### src/rtl/if_stage_if.sv
// Instruction ROM bus between the fetch stage (master) and the synchronous ROM (slave).
interface if_stage_if;
    logic        ice;
    logic [31:0] iaddr;
    logic [31:0] inst_rdata;

    modport master (output ice, output iaddr, input inst_rdata);
    modport slave  (input ice, input iaddr, output inst_rdata);
endinterface

### src/rtl/if_stage.sv
// MIPS32 instruction-fetch stage: owns the PC, drives the instruction ROM and
// registers the fetched slot into the IF/ID boundary.
module if_stage #(
    parameter logic [31:0] RESET_PC = 32'hBFC00000,
    parameter logic [4:0]  EXC_NONE = 5'h10,
    parameter logic [4:0]  EXC_ADEL = 5'h04
) (
    input  logic        cpu_clk_50M,
    input  logic        rst,
    input  logic        stall_if,
    input  logic        stall_id,
    input  logic        flush,
    input  logic [31:0] cp0_excaddr,
    input  logic [1:0]  jtsel,
    input  logic [31:0] jump_addr_1,
    input  logic [31:0] jump_addr_2,
    input  logic [31:0] jump_addr_3,
    input  logic        next_delay_i,
    if_stage_if.master  rom,
    output logic [31:0] id_inst_o,
    output logic [31:0] id_pc_o,
    output logic [31:0] id_pc_plus_4_o,
    output logic        id_valid_o,
    output logic        id_in_delay_o,
    output logic        flush_im_o,
    output logic [4:0]  if_exccode_o
);

    logic [31:0] pc_q, pc_d;
    logic [31:0] pc_plus_4;
    logic        misaligned;

    logic [31:0] id_pc_q, id_pc_d;
    logic [31:0] id_pc4_q, id_pc4_d;
    logic        id_valid_q, id_valid_d;
    logic        id_delay_q, id_delay_d;
    logic [4:0]  id_exc_q, id_exc_d;

    logic [31:0] hold_q, hold_d;
    logic        hold_full_q, hold_full_d;

    assign pc_plus_4  = pc_q + 32'd4;
    assign misaligned = (pc_q[1:0] != 2'b00);

    assign rom.iaddr = pc_q;
    assign rom.ice   = ~rst & ~stall_if & ~misaligned;

    always_comb begin
        pc_d = pc_q;
        if (flush) begin
            pc_d = cp0_excaddr;
        end else if (!stall_if) begin
            unique case (jtsel)
                2'b01:   pc_d = jump_addr_1;
                2'b10:   pc_d = jump_addr_3;
                2'b11:   pc_d = jump_addr_2;
                default: pc_d = pc_plus_4;
            endcase
        end
    end

    always_comb begin
        id_pc_d    = id_pc_q;
        id_pc4_d   = id_pc4_q;
        id_valid_d = id_valid_q;
        id_delay_d = id_delay_q;
        id_exc_d   = id_exc_q;
        if (flush) begin
            id_pc_d    = '0;
            id_pc4_d   = '0;
            id_valid_d = 1'b0;
            id_delay_d = 1'b0;
            id_exc_d   = EXC_NONE;
        end else if (stall_id) begin
            // Slot held as-is; the hold buffer keeps its instruction word.
        end else if (stall_if) begin
            id_valid_d = 1'b0;
            id_delay_d = 1'b0;
            id_exc_d   = EXC_NONE;
        end else begin
            id_pc_d    = pc_q;
            id_pc4_d   = pc_plus_4;
            id_valid_d = 1'b1;
            id_delay_d = next_delay_i;
            id_exc_d   = misaligned ? EXC_ADEL : EXC_NONE;
        end
    end

    // The ROM output is only trusted on the cycle after a fetch; during an ID
    // stall the word is parked here so later ROM garbage cannot leak through.
    always_comb begin
        if (!id_valid_q || id_exc_q == EXC_ADEL) begin
            id_inst_o = '0;
        end else if (hold_full_q) begin
            id_inst_o = hold_q;
        end else begin
            id_inst_o = rom.inst_rdata;
        end
    end

    always_comb begin
        hold_d      = hold_q;
        hold_full_d = hold_full_q;
        if (flush || !stall_id) begin
            hold_full_d = 1'b0;
        end else if (!hold_full_q) begin
            hold_d      = id_inst_o;
            hold_full_d = 1'b1;
        end
    end

    always_ff @(posedge cpu_clk_50M) begin
        if (rst) begin
            pc_q        <= RESET_PC;
            id_pc_q     <= '0;
            id_pc4_q    <= '0;
            id_valid_q  <= 1'b0;
            id_delay_q  <= 1'b0;
            id_exc_q    <= EXC_NONE;
            hold_q      <= '0;
            hold_full_q <= 1'b0;
        end else begin
            pc_q        <= pc_d;
            id_pc_q     <= id_pc_d;
            id_pc4_q    <= id_pc4_d;
            id_valid_q  <= id_valid_d;
            id_delay_q  <= id_delay_d;
            id_exc_q    <= id_exc_d;
            hold_q      <= hold_d;
            hold_full_q <= hold_full_d;
        end
    end

    assign id_pc_o        = id_pc_q;
    assign id_pc_plus_4_o = id_pc4_q;
    assign id_valid_o     = id_valid_q;
    assign id_in_delay_o  = id_delay_q;
    assign if_exccode_o   = id_exc_q;
    assign flush_im_o     = ~id_valid_q;

endmodule

### src/flat_wrapper.sv
// flat-port wrapper written by rule: the top's interface ports become plain ports
module if_stage_flat 
#(
    parameter logic [31:0] RESET_PC = 32'hBFC00000,
    parameter logic [4:0]  EXC_NONE = 5'h10,
    parameter logic [4:0]  EXC_ADEL = 5'h04
)
  (cpu_clk_50M, rst, stall_if, stall_id, flush, cp0_excaddr, jtsel, jump_addr_1, jump_addr_2, jump_addr_3, next_delay_i, id_inst_o, id_pc_o, id_pc_plus_4_o, id_valid_o, id_in_delay_o, flush_im_o, if_exccode_o, rom_ice, rom_iaddr, rom_inst_rdata);
  if_stage_if rom_i ();
  input  logic cpu_clk_50M;
  input  logic rst;
  input  logic stall_if;
  input  logic stall_id;
  input  logic flush;
  input  logic [31:0] cp0_excaddr;
  input  logic [1:0] jtsel;
  input  logic [31:0] jump_addr_1;
  input  logic [31:0] jump_addr_2;
  input  logic [31:0] jump_addr_3;
  input  logic next_delay_i;
  output logic [31:0] id_inst_o;
  output logic [31:0] id_pc_o;
  output logic [31:0] id_pc_plus_4_o;
  output logic id_valid_o;
  output logic id_in_delay_o;
  output logic flush_im_o;
  output logic [4:0] if_exccode_o;
  output wire logic [$bits(rom_i.ice)-1:0] rom_ice;
  output wire logic [$bits(rom_i.iaddr)-1:0] rom_iaddr;
  input wire logic [$bits(rom_i.inst_rdata)-1:0] rom_inst_rdata;
  assign rom_ice = rom_i.ice;
  assign rom_iaddr = rom_i.iaddr;
  assign rom_i.inst_rdata = rom_inst_rdata;
  if_stage #(.RESET_PC(RESET_PC), .EXC_NONE(EXC_NONE), .EXC_ADEL(EXC_ADEL)) u_core (.cpu_clk_50M(cpu_clk_50M), .rst(rst), .stall_if(stall_if), .stall_id(stall_id), .flush(flush), .cp0_excaddr(cp0_excaddr), .jtsel(jtsel), .jump_addr_1(jump_addr_1), .jump_addr_2(jump_addr_2), .jump_addr_3(jump_addr_3), .next_delay_i(next_delay_i), .rom(rom_i), .id_inst_o(id_inst_o), .id_pc_o(id_pc_o), .id_pc_plus_4_o(id_pc_plus_4_o), .id_valid_o(id_valid_o), .id_in_delay_o(id_in_delay_o), .flush_im_o(flush_im_o), .if_exccode_o(if_exccode_o));
endmodule
### config.mk
export PLATFORM = sky130hd
export DESIGN_NAME = if_stage_flat
export DESIGN_NICKNAME = d
export VERILOG_FILES = /design/src/rtl/if_stage_if.sv /design/src/rtl/if_stage.sv /design/src/flat_wrapper.sv
export SDC_FILE = /design/constraint.sdc
export NUM_CORES = 1
export LEC_CHECK = 0
export BUFFER_PORTS_ARGS = -buffer_cell sky130_fd_sc_hd__buf_2
export CAP_MARGIN = 20
export CORE_MARGIN = 5
export CORE_UTILIZATION = 52
export CTS_CLUSTER_DIAMETER = 60
export DETAILED_ROUTE_END_ITERATION = 8
export PLACE_DENSITY = 0.92
export SYNTH_ARGS = -nofsm -noshare
export SYNTH_HDL_FRONTEND = slang
export SYNTH_SLANG_ARGS = --single-unit
export TNS_END_PERCENT = 100
### constraint.sdc
create_clock -name cpu_clk_50M -period 3.75 [get_ports cpu_clk_50M]
set_clock_uncertainty 0.05 [all_clocks]
set_input_delay 0.1875 -clock cpu_clk_50M [delete_from_list [all_inputs] [get_ports cpu_clk_50M]]
set_output_delay 0.1875 -clock cpu_clk_50M [all_outputs]
set_load 0.02 [all_outputs]
# == Word level (Yosys, flattened, before mapping) ==
# Index checks and enable logic that the tools add are counted.
# totals
register_bits,136
input_bits,168
out_inout_bits,137
wordCells,41
# classes
add_sub_neg,1
eq_ne,5
n_mux,10
bitwise,9
reduce_logical,8
# op_table
operator,n
$mux 32,4
$pmux 32 s3,1
$add 32x3->32 const B,1
$mux 5,2
$not 1->1,7
$eq 5x3->1 const B,1
$eq 2x2->1 const B,2
$reduce_and 2->1,2
$mux 1,3
$and 1x1->1,2
$eq 2x1->1 const B,1
$logic_not 1->1,2
$logic_or 1x1->1,2
$ne 2x1->1 const B,1
$reduce_bool 2->1,1
$reduce_or 2->1,1

# == Logic depth before layout (Yosys ltp) ==
# Gate-level depths: netlist of run 1.
# depth
ltp_word,4
mapped_depth,8
mapped_depth_nobuf,7

# == Worst setup path before layout of run 1 ==
# Ideal clock, no wire load.
# synth_path
kind,reg2reg
start,"register u_core.pc_q[2], in the netlist u_core.rom.iaddr[2]"
end,"register u_core.id_pc4_q[18], in the netlist u_core.id_pc_plus_4_o[18]"
setup_time_ps,79
arrival_time_ps,1898
t_required_ps,3621
path_slack_ps,1723
stages_incl_launch_ff,7
path_buffers,0
period_less_slack_ps,2027
path_cell_list,dfxtp_1 ha_1 nand3_4 or4_4 nor2_2 xnor2_1 a211oi_2
# synth_via
elab_chain_len,1
# synth_lines
element,line_no,text
start: declaration,if_stage.sv:29,"logic [31:0] pc_q, pc_d;"
start signal: assignment,if_stage.sv:123,pc_q <= pc_d;
$add 32x3->32,if_stage.sv:42,assign pc_plus_4 = pc_q + 32'd4;
end signal: assignment,if_stage.sv:125,id_pc4_q <= id_pc4_d;
end: declaration,if_stage.sv:34,"logic [31:0] id_pc4_q, id_pc4_d;"
# No other way between the ends.
# A chain may end at the register's enable or synchronous reset.

# == Worst setup path after layout of run 1 ==
# layout_path
start,"register u_core.pc_q[2], in the netlist u_core.rom.iaddr[2]"
end,"register u_core.pc_q[26], in the netlist u_core.rom.iaddr[26]"
# layout_via
elab_chain_len,4
# layout_lines
element,line_no,text
$add 32x3->32,if_stage.sv:42,
$pmux 32 s3,if_stage.sv:53,unique case (jtsel)
$mux 32,if_stage.sv:52,end else if (!stall_if) begin
$mux 32,if_stage.sv:50,if (flush) begin
# No other way between the ends. The select of a mux whose other input is x is not followed.

==> reports/results.ini, run 1 <==
[sta]
worst_pin_slew_ps=734
rsz0062_at_grt=false
post-route-period-util=0.632
worst_slew_margin_rel=0.511
max_freq_mhz=422
hold_viol_final=0
slew_violations=0
finalSetupTns_ps=0
setup_viol=0
min_period_ps=2370

[clock_network]
cts_root_buffer=clkbuf_16
worstSkewPairLatency_ps=410
cts_buffer_depth=2
cts_tree=yes
clkTransAtPathRegs_ps=60
cts_made_buffers=17
h-tree-depth=4
clock-sinks=131

[logic_synthesis]
yosysWarningCount=0
synth_area_leaders=dfxtp_1, nand2_1, a21oi_1, mux2i_1, nor2_1
async_reset_ff_frac=0
synthDistinctLibCells=54
synth-edff-count=0
synth_xor_area_frac=0.0356
synth_most_common_cell=nand2_1
avgSynthCellArea_um2=7.66
synth.area.mux_share=0.0567
synth_cells=899
synth_compound_gate_area_share=0.231
yosys.area.top_type=dfxtp_1
synth_common_cells=nand2_1, a21oi_1, dfxtp_1
ys.flop_type=dfxtp_1
synth_top_family_by_area=compound AO/OA/AOI/OAI gates
synth_top_area_share=0.381
ys_ff_latch=131
synthAdderAreaFrac=0.00908
yosysSeqAreaShare=0.381
yosys.area_share.simple=0.225
netlist_area_mm2=0.00689

[worst_setup_path]
r2r_cells=6
cp-end-kind=register
r2r_end=u_core.rom.iaddr[26]
crit_slowest_cell=nor4_4
rrSetupSlack_ps=1380
critPathTopFamily=simple AND/OR/NAND/NOR gates
required_ps=3940
path_buf_inv=0
crit_arrival_ps=2560
r2r-start=u_core.rom.iaddr[2]
path_max_fanout=8
worstSetupPathType=register to register
critPathMaxStageDelay_ps=530
crit_path_start_kind=register
crit_chain=ha_1 -> nand3_4 -> nor4_4 -> nand3_1 -> xor2_1 -> a41oi_1

[global_routing]
grt_max_degree=44
antenna_found_initial=1
gr-total-overflow=0
grt_pass1_vias=7363
grt.total_usage=0.307
grt_pass1_wl_mm=39.0

[drt]
drt_iter0_markers=1090
drtAntennaViolNets=0
firstDrtPassIters=6
drcViolationCount=0
routedWlPerCell_um=18.7
drt_wl_total_mm=25.3
vias=7895
via_per_inst=5.84

[run_status]
status=completed

[cells_and_area]
postLayoutCoreUtil=0.700
fin_area_mm2=0.00920
syn_to_final_growth_pct=33.4
n_fill_cell=1088
fin_nets=1336
drive_above_1_share=0.316

[floorplan]
die-area_mm2=0.0157
fp.coreArea_mm2=0.0131
die_w_um=125
start_util=0.524
rows=42
dieHeight_um=125
ioPinCount=305

[power]
power.density_mw_per_mm2=420
switching_share=0.277
p_leak_nw=3.94
clkPwrFrac=0.450
combPwrFrac=0.155
power_mw=3.86
ir_drop_uv=316
pwr-share-seq=0.394
switching_power_mw=1.07
p_int_mw=2.79

[min_path]
whs_path_depth=3
hold_path_startpoint=cp0_excaddr[17]
hold_path_end=u_core.rom.iaddr[17]
worstHoldPathType=input pin to register

[place]
finalWeightedCongestion=0.918
dp_hpwl_mm=18.1
portBuffers=301
place_area_mm2=0.00838

[flow_run]
max_cap_violations=0

-- cell usage in the layout (no fill, tap or decap), types with 3 or more instances in the layout --
master / Yosys / layout
clkbuf_1: 60 / 3
a21oi_1: 133 / 133
ha_1: 5 / 4
nor2_1: 72 / 71
a31oi_1: 12 / 12
nor3_1: 19 / 18
nand3_1: 15 / 15
and3_1: 5 / 5
a221oi_1: 4 / 4
xnor2_1: 18 / 18
buf_4: 8 / 12
a211oi_1: 21 / 21
nand2_1: 181 / 181
bufinv_16: 0 / 4
xor2_1: 10 / 10
a221o_1: 10 / 10
o21ai_0: 27 / 27
mux2i_1: 39 / 39
conb_1: 1 / 3
nor4_4: 3 / 3
a22o_1: 3 / 3
o21ai_1: 4 / 3
clkinvlp_4: 0 / 5
nor2b_1: 9 / 9
clkbuf_16: 0 / 17
inv_1: 16 / 16
buf_16: 0 / 3
a22oi_1: 21 / 21
a222oi_1: 10 / 10
dlygate4sd3_1: 0 / 10
or2_2: 4 / 4
buf_2: 8 / 301
dfxtp_1: 131 / 130
a21o_1: 6 / 6
nand3b_1: 4 / 4
nand4_1: 6 / 6
-- worst min-delay path, stage by stage --
cell,delay (ps)
buf_2,100
nand2_1,70
a31oi_1,80
-- cells by family after synthesis --
| group | after synthesis |
|---|---|
| fa+ha+maj | 5 |
| buf+inv | 102 |
| flops | 131 |
| other cells | 1 |
| xor+xnor | 28 |
| compound gates | 259 |
| simple gates | 334 |
| mux | 39 |
-- routing by layer --
| metal | vias to the layer above | GRT usage | part of all wire |
|---|---|---|---|
| li1 | 3682 | - | - |
| met1 | 3617 | 0.395 | 0.40 |
| met2 | 507 | 0.493 | 0.47 |
| met3 | 89 | 0.0687 | 0.096 |
| met4 | 0 | 0.140 | 0.042 |
| met5 | - | 0 | 0 |
-- how the worst max path moves through the flow --
stage,slack (ps),to,depth (start not counted),from
floorplan,1720,u_core.id_pc_plus_4_o[18],6,u_core.rom.iaddr[2]
detailed placement,1470,u_core.rom.iaddr[26],6,u_core.rom.iaddr[2]
CTS,1450,u_core.rom.iaddr[26],6,u_core.rom.iaddr[2]
global placement,1500,u_core.rom.iaddr[26],6,u_core.rom.iaddr[2]
finish,1380,u_core.rom.iaddr[26],6,u_core.rom.iaddr[2]
global route,1280,u_core.rom.iaddr[26],6,u_core.rom.iaddr[2]
-- power groups by stage --
stage | Sequential [mW] | Clock, mW | Combinational [mW]
2_1_floorplan | 1.57 | 0 | 0.311
3_3_place_gp | 1.54 | 0 | 0.558
3_5_place_dp | 1.55 | 0 | 0.563
4_1_cts | 1.52 | 1.75 | 0.577
5_1_grt | 1.53 | 1.81 | 0.647
6_report | 1.52 | 1.74 | 0.600
-- what timing repair did --
item | 4_1_cts | 5_1_grt
hold endpoints to repair | 10 | 0
hold buffers | 10 | 0
buffers inserted | 0 | 0
gates resized for setup | 0 | 0
-- sequential cells by signal, indices dropped and copies added, names as in the netlist --
| register | count |
|---|---|
| u_core.id_pc_o | 30 |
| u_core.id_in_delay_o | 1 |
| u_core.hold_full_q | 1 |
| u_core.hold_q | 32 |
| u_core.if_exccode_o | 2 |
| u_core.id_pc_plus_4_o | 32 |
| u_core.rom.iaddr | 32 |
| u_core.id_valid_o | 1 |
-- layout make-up --
cell class | count | area [um2] | share of cell area
antenna | 1 | 2.50 | 0.000272
clock buffer | 20 | 437 | 0.0475
clock inverter | 12 | 180 | 0.0196
inverter | 18 | 67.6 | 0.00735
multi-input combinational | 668 | 3870 | 0.421
sequential | 131 | 2620 | 0.285
tap | 176 | 220 | 0.0239
timing repair buffer | 327 | 1790 | 0.195
-- metrics by stage --
| stage | instances | hold WS, ps | worst slack, ps |
|---|---|---|---|
| final | 1353 | 20.9 | 1380 |
| after global routing | 1353 | 12.4 | 1280 |
| after CTS | 1348 | 1.66 | 1450 |
| after detailed placement | 1306 | 383 | 1470 |
| after global placement | 1306 | 369 | 1500 |
| after floorplan | 901 | 278 | 1720 |
No activity file was read; power rests on OpenSTA's default activity.
==> inputs of run 2 (changes only) <==
Settings changed: CORE_UTILIZATION 52 to 48, PLACE_DENSITY 0.92 to 0.86.
Clock period 3.75 ns to 2.3 ns, I/O delays scaled along.
==> run 2 against run 1 <==
Against the previous run:
- sequential share of layout area shrank 0.83 points
- critical path depth is the same
- first-iteration DRC count down 27%
- hold slack worse by 12 ps
- sequential cell count stayed put
- cell count rose by 2.9%
- global-route usage decreased by 1.8 points
- non-clock buffer count grew 37
- via count is 0.62% higher
- clock-buffer cell count stayed put
- largest cell class unchanged
==> reports/results.ini, run 2 (synthesized netlist as in run 1, its figures left out) <==
[place]
dp_hpwl_mm=18.6
portBuffers=301
finalWeightedCongestion=0.906

[sta]
slew_violations=0
worst_slew_margin_rel=0.617
min_period_ps=2070
setup_viol=0
max_freq_mhz=482
rsz0062_at_grt=false
hold_viol_final=0
worst_pin_slew_ps=575
finalSetupTns_ps=0
post-route-period-util=0.901

[run_status]
status=completed

[flow_run]
max_cap_violations=0

[drt]
routedWlPerCell_um=18.5
drt_wl_total_mm=25.7
drcViolationCount=0
vias=7944
firstDrtPassIters=5
drt_iter0_markers=792
via_per_inst=5.71
drtAntennaViolNets=0

[worst_setup_path]
crit_chain=ha_1 -> nand3_4 -> or4_4 -> nor2_2 -> xnor2_1 -> a211oi_2
worstSetupPathType=register to register
critPathMaxStageDelay_ps=570
crit_arrival_ps=2360
rrSetupSlack_ps=230
path_max_fanout=6
cp-end-kind=register
path_buf_inv=0
critPathTopFamily=simple AND/OR/NAND/NOR gates
required_ps=2580
crit_path_start_kind=register
crit_slowest_cell=or4_4

[clock_network]
clkTransAtPathRegs_ps=60
cts_tree=yes
h-tree-depth=4
cts_made_buffers=17
worstSkewPairLatency_ps=420
cts_root_buffer=clkbuf_16
cts.repair.resized=0
clock-sinks=131
cts_buffer_depth=2

[global_routing]
grt.total_usage=0.289
grt_pass1_wl_mm=38.6
grt_pass1_vias=7476
antenna_found_initial=0
gr-total-overflow=0
grt_max_degree=50

[power]
power.density_mw_per_mm2=642
ir_drop_uv=603
p_leak_nw=4.09

[cells_and_area]
postLayoutCoreUtil=0.677
syn_to_final_growth_pct=37.4
layout_common_cells=buf_2, nand2_1, a21oi_1
mostFrequentLayoutCell=buf_2
n_fill_cell=1166
diodes=0
drive_above_1_share=0.323
fin_nets=1373

[floorplan]
rows=43
fp.coreArea_mm2=0.0140
die-area_mm2=0.0169
ioPinCount=305
dieHeight_um=130
start_util=0.493
die_w_um=130

[min_path]
worstHoldPathType=input pin to register

## run 2: changes by cell type in the layout (fill, tap and decap cells not counted), sizes merged
cell,change
inv,-1
dlygate4sd3,+19
clkinvlp,-1
bufinv,-3
clkinv,+4
buf,+18
diode,-1
## run 2: stage by stage
| step | instances | setup slack (ps) | cell area [um2] | total power [mW] | hold slack [ps] |
|---|---|---|---|---|---|
| 2_1_floorplan | 901 | 273 | 6900 | 3.06 | 205 |
| 3_3_place_gp | 1329 | 193 | 8580 | 3.47 | 297 |
| 3_5_place_dp | 1329 | 130 | 8580 | 3.49 | 309 |
| 4_1_cts | 1389 | 70.2 | 9430 | 6.06 | 2.94 |
| 5_1_grt | 1392 | 42.5 | 9470 | 6.27 | 38.4 |
| 6_report | 1392 | 227 | 9470 | 6.08 | 8.78 |
## run 2: worst paths after layout
check	from	to	cells after the start
worst max-delay path	u_core.rom.iaddr[3]	u_core.id_pc_plus_4_o[18]	6
worst min-delay path	cp0_excaddr[24]	u_core.rom.iaddr[24]	3
worst max register to register	u_core.rom.iaddr[3]	u_core.id_pc_plus_4_o[18]	6
worst min register to register	u_core.id_pc_o[25]	u_core.id_pc_o[25]	2
## run 2: area by class of cell
type	instances	area, um2	share of cell area
multi-input cells	668	3870	0.409
inverters	18	67.6	0.00713
clock inverters	11	105	0.0111
clock buffers	20	457	0.0482
flip-flops and latches	131	2620	0.277
repair buffers	364	2120	0.224
well taps	180	225	0.0238
## run 2: power by group
part	total [mW]	switching (mW)	internal, mW
combinational	1.06	0.632	0.428
clock	2.57	1.03	1.54
sequential	2.45	0.101	2.35
## run 2: metal layers
layer / global-route usage / wire length [um] / up-vias
met4: 0.144 / 1230 / 0
li1: - / - / 3759
met1: 0.371 / 10200 / 3625
met3: 0.0577 / 2330 / 100
met5: 0 / 0 / -
met2: 0.465 / 12000 / 460
## run 2: repair_timing
action | 4_1_cts | 5_1_grt
setup endpoints to repair | 0 | 9
hold buffers | 29 | 0
hold endpoints to repair | 30 | 0
buffers inserted | 0 | 2
## run 2: worst register-to-register path: cells and delay by family, from the launching register on
| family | cells | cell delay [ps] |
|---|---|---|
| AND/OR/NAND/NOR | 3 | 850 |
| AO/OA/AOI/OAI | 1 | 230 |
| adder cells (fa/ha/maj) | 1 | 340 |
| XOR/XNOR | 1 | 90 |
| flip-flops | 1 | 440 |
